### config.mk
export PLATFORM = sky130hd
export DESIGN_NAME = int_to_rec_float_pipe
export DESIGN_NICKNAME = d
export VERILOG_FILES = /design/src/rtl/int_to_rec_float_pipe.sv
export SDC_FILE = /design/constraint.sdc
export NUM_CORES = 1
export LEC_CHECK = 0
export BUFFER_PORTS_ARGS = -buffer_cell sky130_fd_sc_hd__buf_2
export CELL_PAD_IN_SITES_DETAIL_PLACEMENT = 0
export CELL_PAD_IN_SITES_GLOBAL_PLACEMENT = 2
export CORE_AREA = 2 2 190 192
export DETAILED_ROUTE_END_ITERATION = 16
export DIE_AREA = 0 0 192 194
export PLACE_DENSITY_LB_ADDON = 0.05
export SYNTH_ARGS = -nofsm -noshare
export SYNTH_HDL_FRONTEND = slang
export SYNTH_SLANG_ARGS = --single-unit
### constraint.sdc
create_clock -name clock -period 6.7 [get_ports clock]
set_input_delay 1.675 -clock clock [delete_from_list [all_inputs] [get_ports clock]]
set_output_delay 1.675 -clock clock [all_outputs]
set_load 0.05 [all_outputs]
### src/rtl/int_to_rec_float_pipe.sv
// int_to_rec_float_pipe
// Three-stage integer to HardFloat recoded-float (recFN) converter with
// valid/ready flow control and a flush input.
//   S1: sign/magnitude split and leading-zero count
//   S2: normalise; split into significand, round bit and sticky bit
//   S3: round, pack, inexact flag
// Ports:
//   clock, reset (async, active-low), kill (drops every in-flight op)
//   in_valid/in_ready, in_int, in_signed, in_rm, in_tag    : request side
//   out_valid/out_ready, out_rec, out_flags, out_tag       : result side
// Parameters must satisfy 2^(EXP_W-1) > IN_W, so overflow is impossible and
// only NX can ever be raised.
module int_to_rec_float_pipe #(
  parameter int IN_W  = 64,
  parameter int EXP_W = 8,
  parameter int SIG_W = 24
) (
  input  logic                   clock,
  input  logic                   reset,
  input  logic                   kill,
  input  logic                   in_valid,
  output logic                   in_ready,
  input  logic [IN_W-1:0]        in_int,
  input  logic                   in_signed,
  input  logic [2:0]             in_rm,
  input  logic [4:0]             in_tag,
  output logic                   out_valid,
  input  logic                   out_ready,
  output logic [EXP_W+SIG_W:0]   out_rec,
  output logic [4:0]             out_flags,
  output logic [4:0]             out_tag
);

  localparam int LZ_W  = $clog2(IN_W) + 1;
  localparam int REC_W = EXP_W + SIG_W + 1;
  // normalised operand followed by enough zero padding that the significand,
  // round and sticky slices exist for every legal IN_W/SIG_W combination
  localparam int EXT_W = IN_W + SIG_W + 2;

  // pipeline valids and flow control
  logic s1_valid_q, s1_valid_d, s2_valid_q, s2_valid_d, s3_valid_q, s3_valid_d;
  logic s1_free, s2_free, s3_free;
  logic s1_load, s2_load, s3_load;

  // S1 registers
  logic              s1_neg_q, s1_neg_d, s1_neg_n;
  logic [IN_W-1:0]   s1_mag_q, s1_mag_d, s1_mag_n;
  logic [LZ_W-1:0]   s1_lz_q, s1_lz_d, s1_lz_n;
  logic [2:0]        s1_rm_q, s1_rm_d;
  logic [4:0]        s1_tag_q, s1_tag_d;

  // S2 registers
  logic              s2_neg_q, s2_neg_d;
  logic              s2_zero_q, s2_zero_d;
  logic [SIG_W-1:0]  s2_sig_q, s2_sig_d;
  logic [EXP_W:0]    s2_e_q, s2_e_d;
  logic              s2_r_q, s2_r_d;
  logic              s2_s_q, s2_s_d;
  logic [2:0]        s2_rm_q, s2_rm_d;
  logic [4:0]        s2_tag_q, s2_tag_d;
  logic [IN_W-1:0]   s2_norm_n;
  logic [EXT_W-1:0]  s2_ext_n;

  // S3 registers
  logic [REC_W-1:0]  s3_rec_q, s3_rec_d, s3_rec_n;
  logic              s3_nx_q, s3_nx_d;
  logic [4:0]        s3_tag_q, s3_tag_d;
  logic              s3_inc_n;
  logic [SIG_W:0]    s3_sum_n;
  logic [EXP_W:0]    s3_e_n;
  logic              unused_hidden;

  // A stage may take new data when it is empty or its content moves on this
  // cycle; this chains combinationally from out_ready back to in_ready.
  always_comb begin
    s3_free    = ~s3_valid_q | out_ready;
    s2_free    = ~s2_valid_q | s3_free;
    s1_free    = ~s1_valid_q | s2_free;
    in_ready   = s1_free | kill;
    s1_load    = s1_free & in_valid;
    s2_load    = s2_free & s1_valid_q;
    s3_load    = s3_free & s2_valid_q;
    s1_valid_d = s1_free ? in_valid   : s1_valid_q;
    s2_valid_d = s2_free ? s1_valid_q : s2_valid_q;
    s3_valid_d = s3_free ? s2_valid_q : s3_valid_q;
    if (kill) begin
      s1_valid_d = 1'b0;
      s2_valid_d = 1'b0;
      s3_valid_d = 1'b0;
    end
  end

  // S1: magnitude wraps for the most-negative input and is read as unsigned
  always_comb begin
    s1_neg_n = in_signed & in_int[IN_W-1];
    s1_mag_n = s1_neg_n ? (IN_W'(0) - in_int) : in_int;
    s1_lz_n  = LZ_W'(IN_W);
    for (int i = 0; i < IN_W; i++) begin
      if (s1_mag_n[i]) s1_lz_n = LZ_W'(IN_W - 1 - i);
    end
    s1_neg_d = s1_load ? s1_neg_n : s1_neg_q;
    s1_mag_d = s1_load ? s1_mag_n : s1_mag_q;
    s1_lz_d  = s1_load ? s1_lz_n  : s1_lz_q;
    s1_rm_d  = s1_load ? in_rm    : s1_rm_q;
    s1_tag_d = s1_load ? in_tag   : s1_tag_q;
  end

  // S2: exponent is meaningless for a zero operand; the zero flag overrides it
  always_comb begin
    s2_norm_n = s1_mag_q << s1_lz_q;
    s2_ext_n  = {s2_norm_n, {(SIG_W + 2){1'b0}}};
    s2_neg_d  = s2_load ? s1_neg_q : s2_neg_q;
    s2_zero_d = s2_load ? (s1_mag_q == '0) : s2_zero_q;
    s2_sig_d  = s2_load ? s2_ext_n[EXT_W-1 -: SIG_W] : s2_sig_q;
    s2_r_d    = s2_load ? s2_ext_n[EXT_W-1-SIG_W] : s2_r_q;
    s2_s_d    = s2_load ? (|s2_ext_n[EXT_W-2-SIG_W:0]) : s2_s_q;
    s2_e_d    = s2_load ? ((EXP_W+1)'(IN_W - 1) - (EXP_W+1)'(s1_lz_q)) : s2_e_q;
    s2_rm_d   = s2_load ? s1_rm_q  : s2_rm_q;
    s2_tag_d  = s2_load ? s1_tag_q : s2_tag_q;
  end

  // S3: on significand carry-out the low bits are already zero, so only the
  // exponent needs bumping.
  always_comb begin
    case (s2_rm_q)
      3'd1:    s3_inc_n = 1'b0;
      3'd2:    s3_inc_n = s2_neg_q & (s2_r_q | s2_s_q);
      3'd3:    s3_inc_n = ~s2_neg_q & (s2_r_q | s2_s_q);
      3'd4:    s3_inc_n = s2_r_q;
      default: s3_inc_n = s2_r_q & (s2_s_q | s2_sig_q[0]);
    endcase
    s3_sum_n      = {1'b0, s2_sig_q} + {{SIG_W{1'b0}}, s3_inc_n};
    unused_hidden = s3_sum_n[SIG_W-1];
    s3_e_n        = s2_e_q + {{EXP_W{1'b0}}, s3_sum_n[SIG_W]};
    s3_rec_n      = {s2_neg_q, s3_e_n + {1'b1, {EXP_W{1'b0}}}, s3_sum_n[SIG_W-2:0]};
    if (s2_zero_q) s3_rec_n = '0;
    s3_rec_d = s3_load ? s3_rec_n : s3_rec_q;
    s3_nx_d  = s3_load ? ((s2_r_q | s2_s_q) & ~s2_zero_q) : s3_nx_q;
    s3_tag_d = s3_load ? s2_tag_q : s3_tag_q;
  end

  // result outputs read as zero whenever no result is held (including reset)
  always_comb begin
    out_valid = s3_valid_q;
    out_rec   = s3_valid_q ? s3_rec_q : '0;
    out_flags = {4'b0000, s3_valid_q & s3_nx_q};
    out_tag   = s3_valid_q ? s3_tag_q : 5'd0;
  end

  always_ff @(posedge clock or negedge reset) begin
    if (!reset) begin
      s1_valid_q <= 1'b0;
      s2_valid_q <= 1'b0;
      s3_valid_q <= 1'b0;
    end else begin
      s1_valid_q <= s1_valid_d;
      s2_valid_q <= s2_valid_d;
      s3_valid_q <= s3_valid_d;
    end
  end

  always_ff @(posedge clock) begin
    s1_neg_q  <= s1_neg_d;
    s1_mag_q  <= s1_mag_d;
    s1_lz_q   <= s1_lz_d;
    s1_rm_q   <= s1_rm_d;
    s1_tag_q  <= s1_tag_d;
    s2_neg_q  <= s2_neg_d;
    s2_zero_q <= s2_zero_d;
    s2_sig_q  <= s2_sig_d;
    s2_e_q    <= s2_e_d;
    s2_r_q    <= s2_r_d;
    s2_s_q    <= s2_s_d;
    s2_rm_q   <= s2_rm_d;
    s2_tag_q  <= s2_tag_d;
    s3_rec_q  <= s3_rec_d;
    s3_nx_q   <= s3_nx_d;
    s3_tag_q  <= s3_tag_d;
  end

endmodule

-- Word level (Yosys, flattened, before mapping)
Index checks and enable logic that the tools add are counted.
- output and inout port bits: 45
- input port bits: 78
- register bits: 167
- logic and storage cells: 139
- shift-type cells: 1
- reductions and logical operators: 11
- $add $sub $neg: 5
- mux-type cells: 73
- bitwise gates (word level): 20
- eq/ne operators: 4
- operators with widths (cell ; count):
    6-bit two-way mux ; 31
    5-bit two-way mux ; 17
    64-bit zero test ; 1
    64-bit two-way mux ; 1
    64-bit by 7-bit << shifter with 64-bit output ; 1
    1-bit by 64-bit subtractor with 64-bit output (first input constant) ; 1
    63-bit OR reduction ; 1
    39-bit OR reduction ; 1
    33-bit two-way mux ; 1
    4-bit two-way mux ; 8
    32-bit OR reduction ; 1
    24-bit by 1-bit adder with 25-bit output ; 1
    16-bit OR reduction ; 1
    3-bit two-way mux ; 4
    9-bit by 1-bit adder with 9-bit output ; 1
    9-bit adder (second input constant) ; 1
    1-bit AND ; 9
    8-bit OR reduction ; 1
    6-bit by 7-bit subtractor with 8-bit output (first input constant) ; 1
    1-bit two-way mux ; 7
    7-bit two-way mux ; 1
    3-bit by 2-bit equality test with 1-bit output (second input constant) ; 2
    1-bit bitwise OR ; 6
    2-bit nonzero test ; 3
    7 further kinds ; 12

-- Longest topological paths before layout
Gate-level depths: netlist (run 1).
- word-level depth: 65
- depth in mapped cells: 16
- mapped depth without buffers: 16

-- Worst setup path after synthesis (run 1)
No wires, ideal clock.
- path kind: input to register
- start: in out_ready
- end: reg s1_lz_q[0] (enable)
- path buffers: 0
- cell stages on the path: 2
- setup time: 0.566 ns
- required time: 6.134 ns
- slack: 0.335 ns
- arrival: 5.799 ns
- path through: nor2b_1 > a31oi_1
- word-level cells in the longest chain between the ends: 4
- ends and longest elaborated chain (what ; RTL line ; source):
    start, declared ; 28 ; input logic out_ready,
    1-bit bitwise OR ; 76 ; s3_free = ~s3_valid_q | out_ready;
    1-bit bitwise OR ; 77 ; s2_free = ~s2_valid_q | s3_free;
    1-bit bitwise OR ; 78 ; s1_free = ~s1_valid_q | s2_free;
    1-bit AND ; 80 ; s1_load = s1_free & in_valid;
    net s1_load ; 43 ; logic s1_load, s2_load, s3_load;
    end signal, assigned ; 165 ; s1_lz_q <= s1_lz_d;
    end, declared ; 48 ; logic [LZ_W-1:0] s1_lz_q, s1_lz_d, s1_lz_n;
The timed path passes the listed nets, and every way through them passes these cells.
A chain may end at the register's enable or synchronous reset.

-- Worst setup path after layout (run 1)
- start: in in_int[26]
- end: reg s1_lz_q[0] (data pin)
- word-level cells in the longest chain between the ends: 39
- ends and longest elaborated chain (what ; RTL line ; source):
    start, declared ; 23 ; input logic [IN_W-1:0] in_int,
    1-bit by 64-bit subtractor with 64-bit output ; 96 ; s1_mag_n = s1_neg_n ? (IN_W'(0) - in_int) : in_int;
    64-bit two-way mux * ; 96 ;
    6-bit two-way mux (6 in series) ; 99 ; if (s1_mag_n[i]) s1_lz_n = LZ_W'(IN_W - 1 - i);
    5-bit two-way mux (16 in series) ; 99 ;
    4-bit two-way mux (8 in series) ; 99 ;
    3-bit two-way mux (4 in series) ; 99 ;
    2-bit two-way mux (2 in series) ; 99 ;
    1-bit two-way mux ; 99 ;
Every way passes the cells marked *; elsewhere a longest branch is shown, timed or not.

==> flow_summary.yaml, run 1 <==
flow_run:
  max_cap_violations: 0
placed_design:
  place_ws_ns: 1.265
  place.port_buffers: 118
  gp_congestion: 0.8570
  dpl.hpwl_um: 30660
sta:
  finalSetupTns_ns: 0
  hold_violations: 0
  drv_slew: 0
  finalCritPeriodShare_pct: 74.36
  fin_crit_ns: 4.982
  hold_slack_ns: 0.4181
  worstMarginPinSlew_ns: 1.059
  setup_viol: 0
  skew_ns: 0.006248
  fmax_ghz: 0.2007
  rsz0062_at_grt: "no"
  slew_headroom_pct: 28.75
  fin_ws_ns: 1.718
run_status:
  status: "finished, final reports clean"
synth:
  synth-edff-count: 162
  syn_inst: 1470
  yosysTopAreaCell: "edfxtp_1"
  syn_area_per_cell_sq_um: 9.034
  ys_seq_area_share_pct: 37.20
  synth_top_area_share_pct: 36.63
  synth_flop_cell: "edfxtp_1"
  synth_area_leaders: "edfxtp_1 37%, mux4_2 7.8%, nand2_1 6.0%"
  async_flop_share_pct: 1.818
  yosysWarnings: 0
  ys_seq_elements: 165
  yosysUniqueCellTypes: 78
  syn_area_sq_mm: 0.01328
die:
  core_region_area_sq_mm: 0.03522
  dieArea_sq_mm: 0.03725
  die_y_um: 194
  start_util_pct: 37.70
  num_rows: 69
  die_w_um: 192
  io_pins: 123
global_routing:
  grt_usage_pct: 21.04
  grt_pass1_wl_um: 60630
  antenna_found_initial: 0
  grtUsageMet1_pct: 28.70
  grt_start_max_net_pins: 81
  met2_usage_pct: 34.43
  globalRoute.busiestLayer: "met2"
  grt_pass1_vias: 10660
  met3_usage_pct: 1.575
  grt_overflow: 0
setup_path:
  crit_path_end_kind: "flip-flop"
  reg2reg_depth: 11
  cp_max_fo: 14
  arrival_ns: 5.26
  startpoint_type: "input port"
  required_ns: 6.98
  crit_type: "in -> reg"
route:
  drc: 0
  num_vias: 11070
  drt_pass1_iterations: 5
  antenna_left: 0
  drt-wirelength-per-cell_um: 19.33
  via_per_inst: 5.529
  drt_iter0_markers: 705
  finalWirelength_um: 38690
clock_network:
  cts.hold.buffers_added: 0
  htree_levels: 4
  clockBufferDepth: 2
  clk_pin_slew_ns: 0.06
  cts_resized: 0
  cts_tree: "done"
  cts_buffers: 17
  clock_sinks: 165
  clock_latency_ns: 0.43
  post_cts_buffers: 0
  cts_root_buf: "clkbuf_16"
finish:
  drive_above_1_share_pct: 17.07
  syn2layout_area_growth_pct: 11.64
  antenna_cells: 0
  final_nets: 1611
pwr:
  p_sw_share_pct: 32.33
  comb_power_share_pct: 28.5
  power_leakage_nw: 5.410
  power_frac_seq_pct: 41.4
  clock_power_share_pct: 30.1
  p_int_mw: 2.125
  cellPowerDensity_mw_per_mm2: 211.8
  ir_worst_vdd_mv: 0.1736
  p_sw_mw: 1.015
hold_path:
  hold_depth: 0
  hold_path.class: "reg -> reg"
-- layout by cell type (no fill, tap or decap), types with 5 or more instances in the layout --
cell	instances
a211oi_1	21
a21oi_1	66
a31oi_1	20
a32oi_1	5
and2_1	46
and3_1	9
and4_1	6
buf_2	118
buf_4	26
clkbuf_16	17
clkinv_1	6
edfxtp_1	162
ha_1	5
inv_1	32
mux2_2	15
mux2i_1	72
mux4_2	46
nand2_1	211
nand2b_1	11
nand3_1	27
nand4_1	30
nor2_1	164
nor2b_1	16
nor3_1	41
nor3b_1	9
nor4_1	32
o21a_1	7
o21ai_0	63
o311a_1	5
o31ai_1	16
o32ai_1	8
o41ai_1	7
or2_2	12
or3_1	16
or4_1	11
xnor2_1	49
xor2_1	34
-- cell type report --
| type | instances | area (sq um) |
|---|---|---|
| multi-input cells | 1163 | 7820 |
| clock buffers | 20 | 436.7 |
| repair buffers | 144 | 785.8 |
| well taps | 461 | 576.8 |
| clock inverters | 12 | 127.6 |
| fillers | 3598 | 20400 |
| flip-flops and latches | 165 | 4940 |
| inverters | 37 | 138.9 |
-- logic make-up (layout without fill, tap and decap cells) --
logic type | count (synthesis) | after routing | share of synthesized area, %
xor gates and xnor gates | 83 | 83 | 5.474
other | 1 | 4 | 0.02824
AOI/OAI and AO/OA | 278 | 278 | 13.90
DFF | 165 | 165 | 37.20
adders and majority gates | 5 | 5 | 0.4711
buffers and inverters | 145 | 213 | 4.306
and+or+nand+nor | 660 | 660 | 24.13
muxes | 133 | 133 | 14.50
-- final timing paths --
check                             from           to  slack [ns]
setup / recovery            in_int[26]   s1_lz_q[0]        1.72
hold / removal             s2_tag_q[1]  s3_tag_q[1]        0.42
setup reg to reg            s1_lz_q[0]       s2_s_q        2.86
hold reg to reg            s2_tag_q[1]  s3_tag_q[1]        0.42
max in group asynchronous        reset   s2_valid_q        5.56
min in group asynchronous        reset    out_valid        1.03
-- critical path, cell delays in order --
cell and delay [ns]:
buf_2 0.18, or4_1 0.62, nor3b_1 0.48, nand4_1 0.60
o41ai_1 0.57, xor2_1 0.30, nand2_1 0.10, a221oi_1 0.37
o21ai_0 0.19, a21oi_1 0.16
-- sequential cells by signal, indices dropped and copies added (netlist names) --
name	count
s1_mag_q	64
s3_rec_q	33
s2_sig_q	24
s1_lz_q	7
s2_e_q	7
s1_tag_q	5
s2_tag_q	5
s3_tag_q	5
s1_rm_q	3
s2_rm_q	3
out_valid	1
s1_neg_q	1
s1_valid_q	1
s2_neg_q	1
s2_r_q	1
s2_s_q	1
s2_valid_q	1
s2_zero_q	1
s3_nx_q	1
-- cell usage after synthesis (all sizes together), types with 5 or more instances --
cell type	instances
a21oi	67
nor3b	9
a211oi	21
nand4	30
nand2	212
ha	5
o31ai	16
xnor2	49
or3	16
nand2b	11
and3	9
o21a	7
edfxtp	162
nand3	27
o32ai	8
a32oi	5
clkbuf	82
o41ai	7
nor2	164
nor3	43
nor4	36
o21ai	63
mux4	46
a31oi	21
inv	33
or4	12
o311a	5
nor2b	17
mux2i	72
and2	46
buf	26
mux2	15
and4	6
or2	13
xor2	34
-- metrics by stage --
stage          power, mW  area [sq um]  util [%]  cells
2_1_floorplan      1.953         13290         -   1473
3_3_place_gp       2.221         14260     40.49   1970
3_5_place_dp       2.219         14260     40.49   1970
4_1_cts            3.176         14830     42.09   2002
5_1_grt            3.317         14830     42.09   2002
6_report           3.140         14830     42.09   2002
-- metal layers --
layer / vias to the layer above / wire (um)
met5: - / 0
met4: 0 / 1345
met3: 54 / 1052
met2: 239 / 18280
met1: 5210 / 18010
li1: 5566 / -
-- power by group through the flow --
stage / clock network [mW] / logic [mW] / registers [mW]
4_1_cts: 0.976 / 0.899 / 1.30
3_5_place_dp: 0 / 0.896 / 1.32
3_3_place_gp: 0 / 0.900 / 1.32
5_1_grt: 1.01 / 0.990 / 1.31
2_1_floorplan: 0 / 0.656 / 1.30
6_report: 0.944 / 0.895 / 1.30
(Power assumes the default switching activity.)
==> inputs of run 2 (changes only) <==
--- a/config.mk
+++ b/config.mk
@@ -8,9 +8,9 @@
 export BUFFER_PORTS_ARGS = -buffer_cell sky130_fd_sc_hd__buf_2
 export CELL_PAD_IN_SITES_DETAIL_PLACEMENT = 0
 export CELL_PAD_IN_SITES_GLOBAL_PLACEMENT = 2
-export CORE_AREA = 2 2 190 192
+export CORE_AREA = 2 2 201 203
 export DETAILED_ROUTE_END_ITERATION = 16
-export DIE_AREA = 0 0 192 194
+export DIE_AREA = 0 0 203 205
 export PLACE_DENSITY_LB_ADDON = 0.05
 export SYNTH_ARGS = -nofsm -noshare
 export SYNTH_HDL_FRONTEND = slang
==> constraint.sdc (replaced) <==
create_clock -name clock -period 4.4 [get_ports clock]
set_input_delay 1.1 -clock clock [delete_from_list [all_inputs] [get_ports clock]]
set_output_delay 1.1 -clock clock [all_outputs]
set_load 0.05 [all_outputs]
==> run 2 against run 1 <==
Effect of this change: die area grew 12%; register-to-register slack lost 2.1 ns; combinational power grew 60%; non-clock buffer count grew 83; final cell count grew 7.3%; largest cell class unchanged.
==> flow_summary.yaml, run 2 (same netlist as run 1, synthesis figures left out) <==
run_status:
  status: "finished, final reports clean"
route:
  drt_pass1_iterations: 5
  wl_met1_um: 19180
  num_vias: 11380
  via_per_inst: 5.294
  drc: 0
  route.met3.wl_um: 1012
  dr_wl_met2_um: 20120
  top_layer: "met4"
  antenna_left: 0
  finalWirelength_um: 41470
  drt_iter0_markers: 627
  drt-wirelength-per-cell_um: 19.30
clock_network:
  clockBufferDepth: 2
  cts_root_buf: "clkbuf_16"
  cts_resized: 0
  clk_pin_slew_ns: 0.06
  cts_buffers: 17
  cts.hold.buffers_added: 0
  post_cts_buffers: 0
  clock_latency_ns: 0.43
  cts_tree: "done"
  clock_sinks: 165
  htree_levels: 4
pwr:
  ir_worst_vdd_mv: 0.2935
  p_total_mw: 5.009
  cellPowerDensity_mw_per_mm2: 320.7
  power_leakage_nw: 5.867
placed_design:
  place.port_buffers: 118
  gp_congestion: 0.8685
  place_ws_ns: 0.02669
  dpl.hpwl_um: 33630
  place_inst: 2117
  dpl_cell_area_sq_mm: 0.01499
die:
  io_pins: 123
  start_util_pct: 33.73
  num_rows: 73
  die_w_um: 203
  die_y_um: 205
  core_region_area_sq_mm: 0.03937
  dieArea_sq_mm: 0.04162
setup_path:
  cpPeakStageDelay_ns: 0.60
  arrival_ns: 4.22
  required_ns: 4.69
  cp_max_fo: 12
  crit_type: "in -> reg"
  cp_slowest_cell: "or4_1"
  startpoint_type: "input port"
  crit_path_end_kind: "flip-flop"
  path_cells: "buf_2 > or4_1 > or3_1 > buf_4 > nor4_2 > buf_4 > a31oi_1 > o32ai_1 > nand2_1 > nor2_1 > nand3_1 > nor2_1"
sta:
  hold_slack_ns: 0.4196
  skew_ns: 0.007230
  fmax_ghz: 0.2544
  fin_crit_ns: 3.931
  finalCritPeriodShare_pct: 89.34
  hold_violations: 0
  finalSetupTns_ns: 0
  rsz0062_at_grt: "no"
  fin_ws_ns: 0.4689
  setup_viol: 0
  worstMarginPinSlew_ns: 1.051
  slew_headroom_pct: 29.96
  drv_slew: 0
global_routing:
  grt_usage_pct: 20.07
  grt_overflow: 0
  antenna_found_initial: 0
  grt_pass1_vias: 11020
  grt_start_max_net_pins: 81
  grt_pass1_wl_um: 64100
finish:
  final_common_cell: "nand2_1"
  stdcell_area_sq_mm: 0.01562
  reg_top3: "s1_mag_q (64), s3_rec_q (33), s2_sig_q (24)"
  mostFrequentLayoutCells: "211 x nand2_1, 164 x nor2_1, 162 x edfxtp_1"
  instances_no_fill: 2149
  largest_register: "s1_mag_q"
  antenna_cells: 0
  syn2layout_area_growth_pct: 17.60
  largest_reg_flops: 64
  final_core_util_pct: 39.67
  final_nets: 1694
  fill_cells: 4009
  drive_above_1_share_pct: 21.61
hold_path:
  hold_path.class: "reg -> reg"
flow_run:
  max_cap_violations: 0
[run 2: routing by layer]
layer / vias to the layer above / track usage (%)
li1: 5735 / -
met1: 5364 / 26.82
met2: 226 / 34.15
met3: 52 / 1.448
met4: 0 / 7.482
met5: - / 0
[run 2: worst paths after layout]
path,depth (start not counted),start,slack (ns),end
worst max-delay path,12,in_int[16],0.47,s1_lz_q[6]
worst min-delay path,0,s1_rm_q[2],0.42,s2_rm_q[2]
worst max register to register,11,s1_lz_q[0],0.73,s2_s_q
worst min register to register,0,s1_rm_q[2],0.42,s2_rm_q[2]
max in group asynchronous,1,reset,3.85,s2_valid_q
min in group asynchronous,1,reset,0.45,out_valid
[run 2: layout make-up]
class | instances | area, sq um | area share, %
multi-input cells | 1163 | 7820 | 50.07
clock inverters | 15 | 202.7 | 1.298
repair buffers | 227 | 1434 | 9.181
well taps | 525 | 656.9 | 4.206
clock buffers | 17 | 425.4 | 2.724
inverters | 37 | 138.9 | 0.8893
flip-flops and latches | 165 | 4940 | 31.63
[run 2: power breakdown]
group / internal, mW / switching, mW
Combinational: 0.574 / 0.855
Sequential: 1.87 / 0.113
Clock: 0.955 / 0.638
Total: 3.40 / 1.61
[run 2: worst max-delay path: cells and delay by family]
family / cells / cell delay (ns)
AOI/OAI and AO/OA: 2 / 0.60
buffers and inverters: 3 / 0.53
and+or+nand+nor: 7 / 1.99
==> inputs of run 3 (changes only) <==
--- a/config.mk
+++ b/config.mk
@@ -8,9 +8,9 @@
 export BUFFER_PORTS_ARGS = -buffer_cell sky130_fd_sc_hd__buf_2
 export CELL_PAD_IN_SITES_DETAIL_PLACEMENT = 0
 export CELL_PAD_IN_SITES_GLOBAL_PLACEMENT = 2
-export CORE_AREA = 2 2 201 203
+export CORE_AREA = 8 8 196 198
 export DETAILED_ROUTE_END_ITERATION = 16
-export DIE_AREA = 0 0 203 205
+export DIE_AREA = 0 0 204 206
 export PLACE_DENSITY_LB_ADDON = 0.05
 export SYNTH_ARGS = -nofsm -noshare
 export SYNTH_HDL_FRONTEND = slang
==> constraint.sdc (replaced) <==
create_clock -name clock -period 4 [get_ports clock]
set_input_delay 1 -clock clock [delete_from_list [all_inputs] [get_ports clock]]
set_output_delay 1 -clock clock [all_outputs]
set_load 0.05 [all_outputs]
==> run 3 against run 2 <==
Effect of this change: clock power fell by 6%; final area rose by 3.4%; die area rose by 0.98%; final cell count rose by 1.2%; setup slack got worse by 0.29 ns; sequential power rose by 10%; non-clock buffer count rose by 90; total power rose by 6.4%; clock skew barely moved.
==> flow_summary.yaml, run 3 (same netlist as run 1, synthesis figures left out) <==
die:
  die_y_um: 206
  io_pins: 123
  start_util_pct: 37.70
  num_rows: 69
  dieArea_sq_mm: 0.04202
  die_w_um: 204
  core_region_area_sq_mm: 0.03522
clock_network:
  post_cts_buffers: 0
  clk_pin_slew_ns: 0.06
  clock_latency_ns: 0.43
  cts_root_buf: "clkbuf_16"
  cts_buffers: 17
  clockBufferDepth: 2
  cts_tree: "done"
  clock_sinks: 165
  htree_levels: 4
finish:
  largest_reg_flops: 64
  final_common_cell: "nand2_1"
  mostFrequentLayoutCells: "211 x nand2_1, 196 x buf_4, 164 x nor2_1"
  final_nets: 1784
  syn2layout_area_growth_pct: 21.60
  antenna_cells: 0
  largest_register: "s1_mag_q"
  reg_top3: "s1_mag_q (64), s3_rec_q (33), s2_sig_q (24)"
  final_core_util_pct: 45.85
  drive_above_1_share_pct: 25.67
sta:
  finalSetupTns_ns: 0
  rsz0062_at_grt: "no"
  hold_slack_ns: 0.3603
  slew_headroom_pct: 28.76
  fmax_ghz: 0.2619
  finalCritPeriodShare_pct: 95.47
  fin_ws_ns: 0.1812
  setup_viol: 0
  fin_crit_ns: 3.819
  worstMarginPinSlew_ns: 1.069
  skew_ns: 0.007002
  hold_violations: 0
  drv_slew: 0
hold_path:
  hold_path.class: "in -> async"
pwr:
  cellPowerDensity_mw_per_mm2: 330.1
  ir_worst_vdd_mv: 0.3136
  power_leakage_nw: 6.271
setup_path:
  cp_slowest_cell: "or4_4"
  cpMostUsedCell: "or4_4"
  cpPeakStageDelay_ns: 0.57
  cp_max_fo: 6
  arrival_ns: 3.99
  path_cells: "buf_2 > or4_4 > or3_1 > or4_4 > nand2_2 > xnor2_1 > or4_1 > a21oi_2 > nand4_1 > o2bb2ai_1 > a21oi_1"
  crit_path_end_kind: "flip-flop"
  reg2reg_from: "s1_lz_q[0]"
  cp-startpoint: "in_int[16]"
  cp_num_buf_inv: 1
  crit_type: "in -> reg"
  crit_family: "simple AND/OR/NAND/NOR gates"
  required_ns: 4.17
  startpoint_type: "input port"
  reg2reg_slack_ns: 0.45
route:
  antenna_left: 0
  drt_pass1_iterations: 8
  drc: 0
  via_per_inst: 5.436
  num_vias: 11820
  drt-wirelength-per-cell_um: 19.40
  finalWirelength_um: 42200
  drt_iter0_markers: 782
run_status:
  status: "finished, final reports clean"
global_routing:
  grt_usage_pct: 19.85
  grt_pass1_vias: 11700
  grt_start_max_net_pins: 81
  grt_pass1_wl_um: 65760
  antenna_found_initial: 0
  grt_overflow: 0
placed_design:
  place.port_buffers: 118
  dpl.hpwl_um: 34610
  place_ws_ns: -0.2646
  gp_congestion: 0.8893
flow_run:
  max_cap_violations: 0
-- run 3: cell count changes in the layout (fill, tap and decap cells not counted), moves of 2 or more --
cell	before	now
clkinv_1	4	7
buf_4	107	196
bufinv_16	4	1
or4_1	11	9
or4_4	1	3
-- run 3: stage by stage --
stage	cells	instance area (sq um)	power, mW
after floorplan	1473	13330	3.268
after global placement	2143	15610	3.866
after detailed placement	2143	15610	3.868
after CTS	2175	16140	5.384
after global routing	2175	16150	5.610
final	2175	16150	5.331
-- run 3: final cells by class --
class | count | area, sq um
Clock buffer | 18 | 429.2
Clock inverter | 14 | 110.1
Fill cell | 3533 | 19070
Inverter | 37 | 138.9
Multi-Input combinational cell | 1163 | 7833
Sequential cell | 165 | 4940
Tap cell | 461 | 576.8
Timing Repair Buffer | 317 | 2122
-- run 3: worst paths after layout --
path | end | cells after the start
worst max-delay path | s1_lz_q[0] | 11
worst min-delay path | s2_valid_q | 1
worst max register to register | s2_s_q | 11
worst min register to register | s2_rm_q[0] | 0
max in group asynchronous | s1_valid_q | 1
min in group clock | s2_rm_q[0] | 0
-- run 3: metal layers --
| layer | GRT usage [%] | share of wire, % | vias to the layer above |
|---|---|---|---|
| met3 | 1.379 | 2.7 | 48 |
| li1 | - | - | 5902 |
| met2 | 34.73 | 49 | 246 |
| met5 | 0 | 0 | - |
| met4 | 7.714 | 2.7 | 0 |
| met1 | 25.41 | 45 | 5627 |
-- run 3: repair_timing --
action                     4_1_cts  5_1_grt
hold buffers                     0        0
setup endpoints to repair        0        1
gates resized for setup          0        1
-- run 3: report_power, final --
group / leakage [nW] / total, mW / internal (mW) / switching [mW]
sequential: 1.57 / 2.19 / 2.06 / 0.124
combinational: 4.44 / 1.64 / 0.689 / 0.951
clock: 0.260 / 1.50 / 0.848 / 0.656
